<file path="src/rtl/m2m_control_fsm.sv">
// Multi-cycle sequencer for memory-to-memory instructions on the stage_4 datapath.
// Walks opcode/A/B/Dest fetches, operand loads and execute, one state per clock.
module m2m_control_fsm #(
  parameter int CNT_W = 16
) (
  input  logic             CLK,
  input  logic             reset,
  input  logic             run,
  input  logic [7:0]       Opout,
  input  logic             isTrue,
  output logic             inputPC,
  output logic             WEpc,
  output logic             normOrBranch,
  output logic [1:0]       ALUsrca,
  output logic [1:0]       ALUsrcb,
  output logic [3:0]       ALUOp,
  output logic             writeA,
  output logic             writeB,
  output logic             writeDest,
  output logic             writeOp,
  output logic             valA,
  output logic [1:0]       memAddr,
  output logic             regOrPC,
  output logic             writeMem,
  output logic [1:0]       memWriteData,
  output logic             halted,
  output logic             illegal,
  output logic [CNT_W-1:0] retired
);

  typedef enum logic [3:0] {
    S_IDLE     = 4'd0,
    S_FETCH_OP = 4'd1,
    S_FETCH_A  = 4'd2,
    S_FETCH_B  = 4'd3,
    S_FETCH_D  = 4'd4,
    S_LOAD_A   = 4'd5,
    S_LOAD_B   = 4'd6,
    S_EXEC     = 4'd7,
    S_BRANCH   = 4'd8,
    S_JUMP     = 4'd9,
    S_HALT     = 4'd10
  } state_t;

  state_t           state_q, state_d;
  logic [CNT_W-1:0] retired_q, retired_d;
  logic             illegal_q, illegal_d;

  logic [3:0] op_class;
  logic       cls_alu, cls_br, cls_jmp, cls_halt, cls_ill;

  logic pc_inc;
  logic we_pc, we_a, we_b, we_d, we_op, we_mem;

  assign op_class = Opout[7:4];
  assign cls_alu  = (op_class == 4'h0);
  assign cls_br   = (op_class == 4'h1);
  assign cls_jmp  = (op_class == 4'h2);
  assign cls_halt = (op_class == 4'hF);
  assign cls_ill  = !(cls_alu || cls_br || cls_jmp || cls_halt);

  always_comb begin
    state_d      = state_q;
    retired_d    = retired_q;
    illegal_d    = illegal_q;
    pc_inc       = 1'b0;
    inputPC      = 1'b0;
    normOrBranch = 1'b0;
    ALUsrca      = 2'd0;
    ALUsrcb      = 2'd0;
    ALUOp        = 4'd0;
    valA         = 1'b0;
    memAddr      = 2'd0;
    regOrPC      = 1'b0;
    memWriteData = 2'd0;
    we_pc        = 1'b0;
    we_a         = 1'b0;
    we_b         = 1'b0;
    we_d         = 1'b0;
    we_op        = 1'b0;
    we_mem       = 1'b0;

    case (state_q)
      S_IDLE: begin
        if (run) state_d = S_FETCH_OP;
      end

      S_FETCH_OP: begin
        pc_inc  = 1'b1;
        we_op   = 1'b1;
        state_d = S_FETCH_A;
      end

      // Opout only becomes valid here, so halt/illegal are caught before any A write.
      S_FETCH_A: begin
        if (cls_halt) begin
          state_d = S_HALT;
        end else if (cls_ill) begin
          illegal_d = 1'b1;
          state_d   = S_HALT;
        end else begin
          pc_inc  = 1'b1;
          we_a    = 1'b1;
          valA    = 1'b0;
          state_d = S_FETCH_B;
        end
      end

      S_FETCH_B: begin
        pc_inc  = 1'b1;
        we_b    = 1'b1;
        state_d = S_FETCH_D;
      end

      S_FETCH_D: begin
        pc_inc  = 1'b1;
        we_d    = 1'b1;
        state_d = cls_jmp ? S_JUMP : S_LOAD_A;
      end

      S_LOAD_A: begin
        regOrPC = 1'b1;
        memAddr = 2'd0;
        we_a    = 1'b1;
        valA    = 1'b0;
        state_d = S_LOAD_B;
      end

      S_LOAD_B: begin
        regOrPC = 1'b1;
        memAddr = 2'd1;
        we_b    = 1'b1;
        state_d = cls_alu ? S_EXEC : S_BRANCH;
      end

      S_EXEC: begin
        ALUsrca      = 2'd0;
        ALUsrcb      = 2'd0;
        ALUOp        = Opout[3:0];
        regOrPC      = 1'b1;
        memAddr      = 2'd2;
        memWriteData = 2'd1;
        we_mem       = 1'b1;
        retired_d    = retired_q + CNT_W'(1);
        state_d      = S_FETCH_OP;
      end

      S_BRANCH: begin
        ALUsrca   = 2'd0;
        ALUsrcb   = 2'd0;
        ALUOp     = Opout[3:0];
        if (isTrue) begin
          we_pc        = 1'b1;
          normOrBranch = 1'b1;
        end
        retired_d = retired_q + CNT_W'(1);
        state_d   = S_FETCH_OP;
      end

      S_JUMP: begin
        we_pc        = 1'b1;
        normOrBranch = 1'b1;
        retired_d    = retired_q + CNT_W'(1);
        state_d      = S_FETCH_OP;
      end

      S_HALT: begin
        state_d = S_HALT;
      end

      default: begin
        state_d = S_IDLE;
      end
    endcase

    if (pc_inc) begin
      ALUsrca = 2'd1;
      ALUsrcb = 2'd1;
      ALUOp   = 4'd0;
      we_pc   = 1'b1;
    end
  end

  // Enables are masked while reset is low so an aborted instruction writes nothing.
  assign WEpc      = we_pc  & reset;
  assign writeA    = we_a   & reset;
  assign writeB    = we_b   & reset;
  assign writeDest = we_d   & reset;
  assign writeOp   = we_op  & reset;
  assign writeMem  = we_mem & reset;

  assign halted  = (state_q == S_HALT);
  assign illegal = illegal_q;
  assign retired = retired_q;

  always_ff @(posedge CLK) begin
    if (!reset) begin
      state_q   <= S_IDLE;
      retired_q <= '0;
      illegal_q <= 1'b0;
    end else begin
      state_q   <= state_d;
      retired_q <= retired_d;
      illegal_q <= illegal_d;
    end
  end

endmodule

</file>
<file path="config.mk">
export PLATFORM = sky130hd
export DESIGN_NAME = m2m_control_fsm
export DESIGN_NICKNAME = d
export VERILOG_FILES = /design/src/rtl/m2m_control_fsm.sv
export SDC_FILE = /design/constraint.sdc
export NUM_CORES = 1
export LEC_CHECK = 0
export ABC_CLOCK_PERIOD_IN_PS = 2000
export CELL_PAD_IN_SITES_DETAIL_PLACEMENT = 1
export CELL_PAD_IN_SITES_GLOBAL_PLACEMENT = 1
export CORE_ASPECT_RATIO = 1.4
export CORE_MARGIN = 2
export CORE_UTILIZATION = 30
export DETAILED_ROUTE_END_ITERATION = 10
export PLACE_DENSITY = 0.77
export SYNTH_ARGS = -nofsm -noshare
export SYNTH_HDL_FRONTEND = slang
export SYNTH_SLANG_ARGS = --single-unit
</file>
<file path="constraint.sdc">
create_clock -name CLK -period 2 [get_ports CLK]
set_input_delay 0.3 -clock CLK [delete_from_list [all_inputs] [get_ports CLK]]
set_output_delay 0.3 -clock CLK [all_outputs]
set_load 0.03 [all_outputs]
</file>
# Yosys cells after proc, flatten, opt, wreduce, memory -nomap -nowiden

Index checks and enable logic that the tools add are counted.

Output and inout port bits: 40
Flip-flop bits (word level): 21

$add $sub $neg: 1
Multiplexer cells: 23
Bitwise logic cells: 8
Eq/ne operators: 14
Reductions and logical operators: 11

Operator list:

| kind                  | number |
|---|---|
| $pmux 4 s9            | 1 |
| $mux 4                | 7 |
| $add 16x1->16 const B | 1 |
| $eq 4x3->1 const B    | 4 |
| $eq 4x4->1 const B    | 4 |
| $eq 4x2->1 const B    | 3 |
| $mux 1                | 11 |
| $reduce_or 3->1       | 3 |
| $eq 4x1->1 const B    | 2 |
| $logic_not 4->1       | 2 |
| $and 1x1->1           | 6 |
| $pmux 1 s2            | 3 |
| $pmux 2 s2            | 1 |
| $reduce_or 2->1       | 2 |
| $logic_or 1x1->1      | 3 |
| $reduce_and 3->1      | 1 |
| $ne 2x2->1 const B    | 1 |
| $not 1->1             | 2 |

# Depth between registers and ports, before layout

Depth in word-level cells: 9
Depth in mapped cells: 6
Depth with buffers taken out: 5

# Worst setup path before layout

No wires, ideal clock.

Path type: register to register
From: register retired_q[5] (netlist: retired[5])
To: register retired_q[15] (netlist: retired[15])
Data required time: 1.929 ns
Path slack: 0.137 ns
Stages on the path, launching flop included: 5
Path buffers: 0
Clock period less this slack: 1.863 ns
Arrival time: 1.793 ns
Cells stage by stage: dfxtp_1 > nand4_1 > or3_4 > or4_1 > a21oi_1

Longest elaborated chain between the ends: 1

Ends and longest elaborated chain:

| element                | RTL line      | source |
|---|---|---|
| start, declared        | 46            | `logic [CNT_W-1:0] retired_q, retired_d;` |
| start signal, assigned | 203           | `retired_q <= retired_d;` |
| $add 16x1->16          | 144, 156, 163 |  |

Every way passes these cells.
A chain may end at the register's enable or synchronous reset.

# Final worst setup path

From: register state_q[1]
To: output port ALUOp[2]

Longest elaborated chain between the ends: 4
Elaborated cells between the ends (all ways): 11

Ends and longest elaborated chain:

| element                                                      | RTL line | source |
|---|---|---|
| start, declared                                              | 45       | `state_t state_q, state_d;` |
| start signal, assigned                                       | 202      | `state_q <= state_d;` |
| $eq 4x3->1 (tied with other cells)                           | 83       | `case (state_q)` |
| $reduce_or 3->1 (no line) or $reduce_or 2->1 (tied branches) | --       |  |
| $pmux 1 s2 or $mux 4 (tied branches)                         | 83       |  |
| $mux 4 *                                                     | 176      | `if (pc_inc) begin` |
| end, declared                                                | 16       | `output logic [3:0] ALUOp,` |

Mark *: on every way between the ends. The rest lies on a longest branch, timed or not.

==> results.tsv <==
metric	value	unit
die-area	4960	sq um
cellLeakagePower	0.772	nW
cp_slowest_cell	dfxtp_1	
hp-start	illegal	
drt_pre_antenna_iters	4	
powerDensity	538	nW/um^2
cts_tree	built	
reg2reg_slack	0.17	ns
dpl_worst_slack	-0.0134	ns
hp-class	flip-flop to flip-flop	
p_switching	0.336	mW
n_antenna_cell	0	
utilization	45.7	%
io_pins	52	
start_util	31.2	%
hold_viol	0	
post-dp-hpwl	2.83	mm
final_nets	242	
synth_common_cells	dfxtp_1, a21oi_1, nor2_1	
cts_setup_buffers	0	
yosysUniqueCellTypes	42	
swShare	32.2	%
worstPathMaxFanout	9	
clk_pin_slew_worst_paths	0.08	ns
worstPathArrival	1.57	ns
drt_iter0_markers	31	
multi_input_area	800	sq um
cts-buffers-inserted	3	
antenna_found_initial	0	
fp.dieH	82.6	um
hold_buffers	0	
num-fill-cells	532	
avgSynthCellArea	7.64	sq um
grt_pass1_wl	6.31	mm
clock-sinks	21	
synth_edf_count	0	
fp-row-count	28	
syn_area	1320	sq um
grt_max_degree	16	
clkPwrFrac	26.2	%
clockRootBuffer	clkbuf_8	
path_class	flip-flop to primary output	
clk_path_buf_depth	2	
syn2layout_area_growth	46.5	%
netlist_instances	173	
synth_top_area_cell	dfxtp_1	
grt_setup_unrepaired	no	
die_w	60.1	um
setup_viol_count_final	0	
drive_gt1_share	20.2	%
maxSlewHeadroom	66.9	%
final_area	1940	sq um
power.internal	0.707	mW
fin_setup_tns	0	ns
ant_nets	0	
max_freq	0.535	GHz
routed_wl	3.71	mm
seq_area_frac_synth	31.8	%
min_path_cells	1	
routed_via_density	5.03	
grt_overflow	0	
synth-seq-cells	21	
ys_top_cells_by_area	dfxtp_1, a21oi_1, buf_4	
final-seq-area	420	sq um
core_area	4240	sq um
slew_violations	0	
ys_async_sr_fraction	0	%
ys_dominant_reg_cell	dfxtp_1	
grt_usage	16.1	%
insertion_delay	0.26	ns
reg2reg_to	retired[7]	
ir_drop	269	uV
gp_congestion	0.874	
finalCritPeriodShare	93.4	%
synth_top_area_share	31.8	%
drc	0	
status	finished, final reports clean	
r2r_cells	6	
critPathCaptureType	primary output	
comb_power_share	31.5	%
cpPeakStageDelay	0.32	ns
worst_slack	0.132	ns
crit_required	1.70	ns
synth_most_common_cell	dfxtp_1	
seqPwrFrac	42.3	%
postPlaceCellArea	1870	sq um
worstPathCellList	buf_4 -> and4b_1 -> a31oi_1 -> nor2b_1 -> buf_4	
cts-htree-levels	1	
drv_cap	0	
crit_path_start_kind	flip-flop	
via_count	1448	
r2r_start	state_q[1]	
wl_per_cell	12.9	um
worst-slew-pin-transition	0.492	ns
crit_top_cell	buf_4	
min_period	1.87	ns
ys_warn_count	0	
finClkSkew	0.00553	ns
hold_end	illegal	
grt_pass1_vias	1395	
portBuffers	46	
==> metrics by stage <==
step,hold slack (ns),instances,total power [mW]
2_1_floorplan,0.486,177,0.671
3_3_place_gp,0.447,284,0.775
3_5_place_dp,0.458,284,0.777
4_1_cts,0.477,288,1.06
5_1_grt,0.500,288,1.11
6_report,0.475,288,1.04
==> logic make-up (layout without fill, tap and decap cells) <==
| logic type | Yosys count | in the layout | share of synthesized area (%) |
|---|---|---|---|
| multiplexers | 2 | 2 | 1.61 |
| XOR/XNOR | 6 | 6 | 3.97 |
| other | 1 | 5 | 0.284 |
| AO/OA/AOI/OAI | 47 | 47 | 21.5 |
| buffers and inverters | 24 | 75 | 9.74 |
| AND/OR/NAND/NOR | 71 | 71 | 30.2 |
| flip-flops | 21 | 21 | 31.8 |
| adder cells (fa/ha/maj) | 1 | 1 | 0.946 |
==> layout make-up <==
class                      instances  area share (%)
clock buffer                       3            2.13
tap                               60            3.87
timing repair buffer              66            29.8
clock inverter                     1           0.258
inverter                           5           0.968
multi-input combinational        132            41.3
sequential                        21            21.7
==> registers in the layout, summed over array words and instances (netlist names) <==
| register | count |
|---|---|
| illegal | 1 |
| retired | 16 |
| state_q | 4 |
==> cell usage in the layout, fill, tap and decap left out, types with 2 or more instances in the layout <==
cell type         n
conb_1            5
nor3_1            8
o21ai_0          10
o21a_1            4
a21oi_1          17
o2111ai_1         2
clkbuf_8          3
and2_1            2
nand3_1           3
clkdlybuf4s50_1  24
inv_1             5
a211oi_1          2
nor2_1           15
nand4_1           2
o211ai_1          3
o31ai_1           2
dfxtp_1          21
dlymetal6s2s_1    4
buf_4            36
nor2b_1           4
xor2_1            6
or3_1             8
dlygate4sd2_1     2
and4_1            4
or4_1             2
nand2b_1          2
nand2_1          12
==> critical path: cells and delay by family, from the launching register on <==
kind                   cells  cell delay, ns
and+or+nand+nor            2            0.32
AOI/OAI and AO/OA          1            0.32
DFF                        1            0.32
buffers and inverters      2            0.35
==> layer usage <==
metal	wire length, um	GRT usage, %	share of wire, %	vias to the layer above
met4	70	6.44	1.9	0
li1	-	-	-	719
met5	0	0	0	-
met3	151	1.71	4.1	6
met1	1580	19.8	42	681
met2	1910	27.9	51	42
==> worst max-delay path by stage <==
stage / from / end / slack (ns) / cells past startpoint
after floorplan: retired[5] / retired[15] / 0.14 / 4
after global placement: Opout[4] / WEpc / -0.005 / 7
after detailed placement: Opout[7] / ALUsrcb[0] / -0.01 / 7
after CTS: Opout[4] / WEpc / 0.02 / 7
after global routing: state_q[1] / ALUOp[2] / 0.0004 / 5
final: state_q[1] / ALUOp[2] / 0.13 / 5
==> what timing repair did <==
| action | CTS | global route |
|---|---|---|
| gates resized for setup | 5 | 4 |
| gates cloned | 0 | 0 |
| endpoints found under the setup margin | 4 | 4 |
==> power groups by stage <==
stage	Clock (mW)	Combinational (mW)	Sequential, mW
floorplan	0	0.216	0.455
detailed placement	0	0.326	0.451
global placement	0	0.325	0.451
CTS	0.285	0.332	0.442
finish	0.273	0.328	0.441
global route	0.306	0.359	0.444
Note: power is estimated with default switching activity, not from simulation.
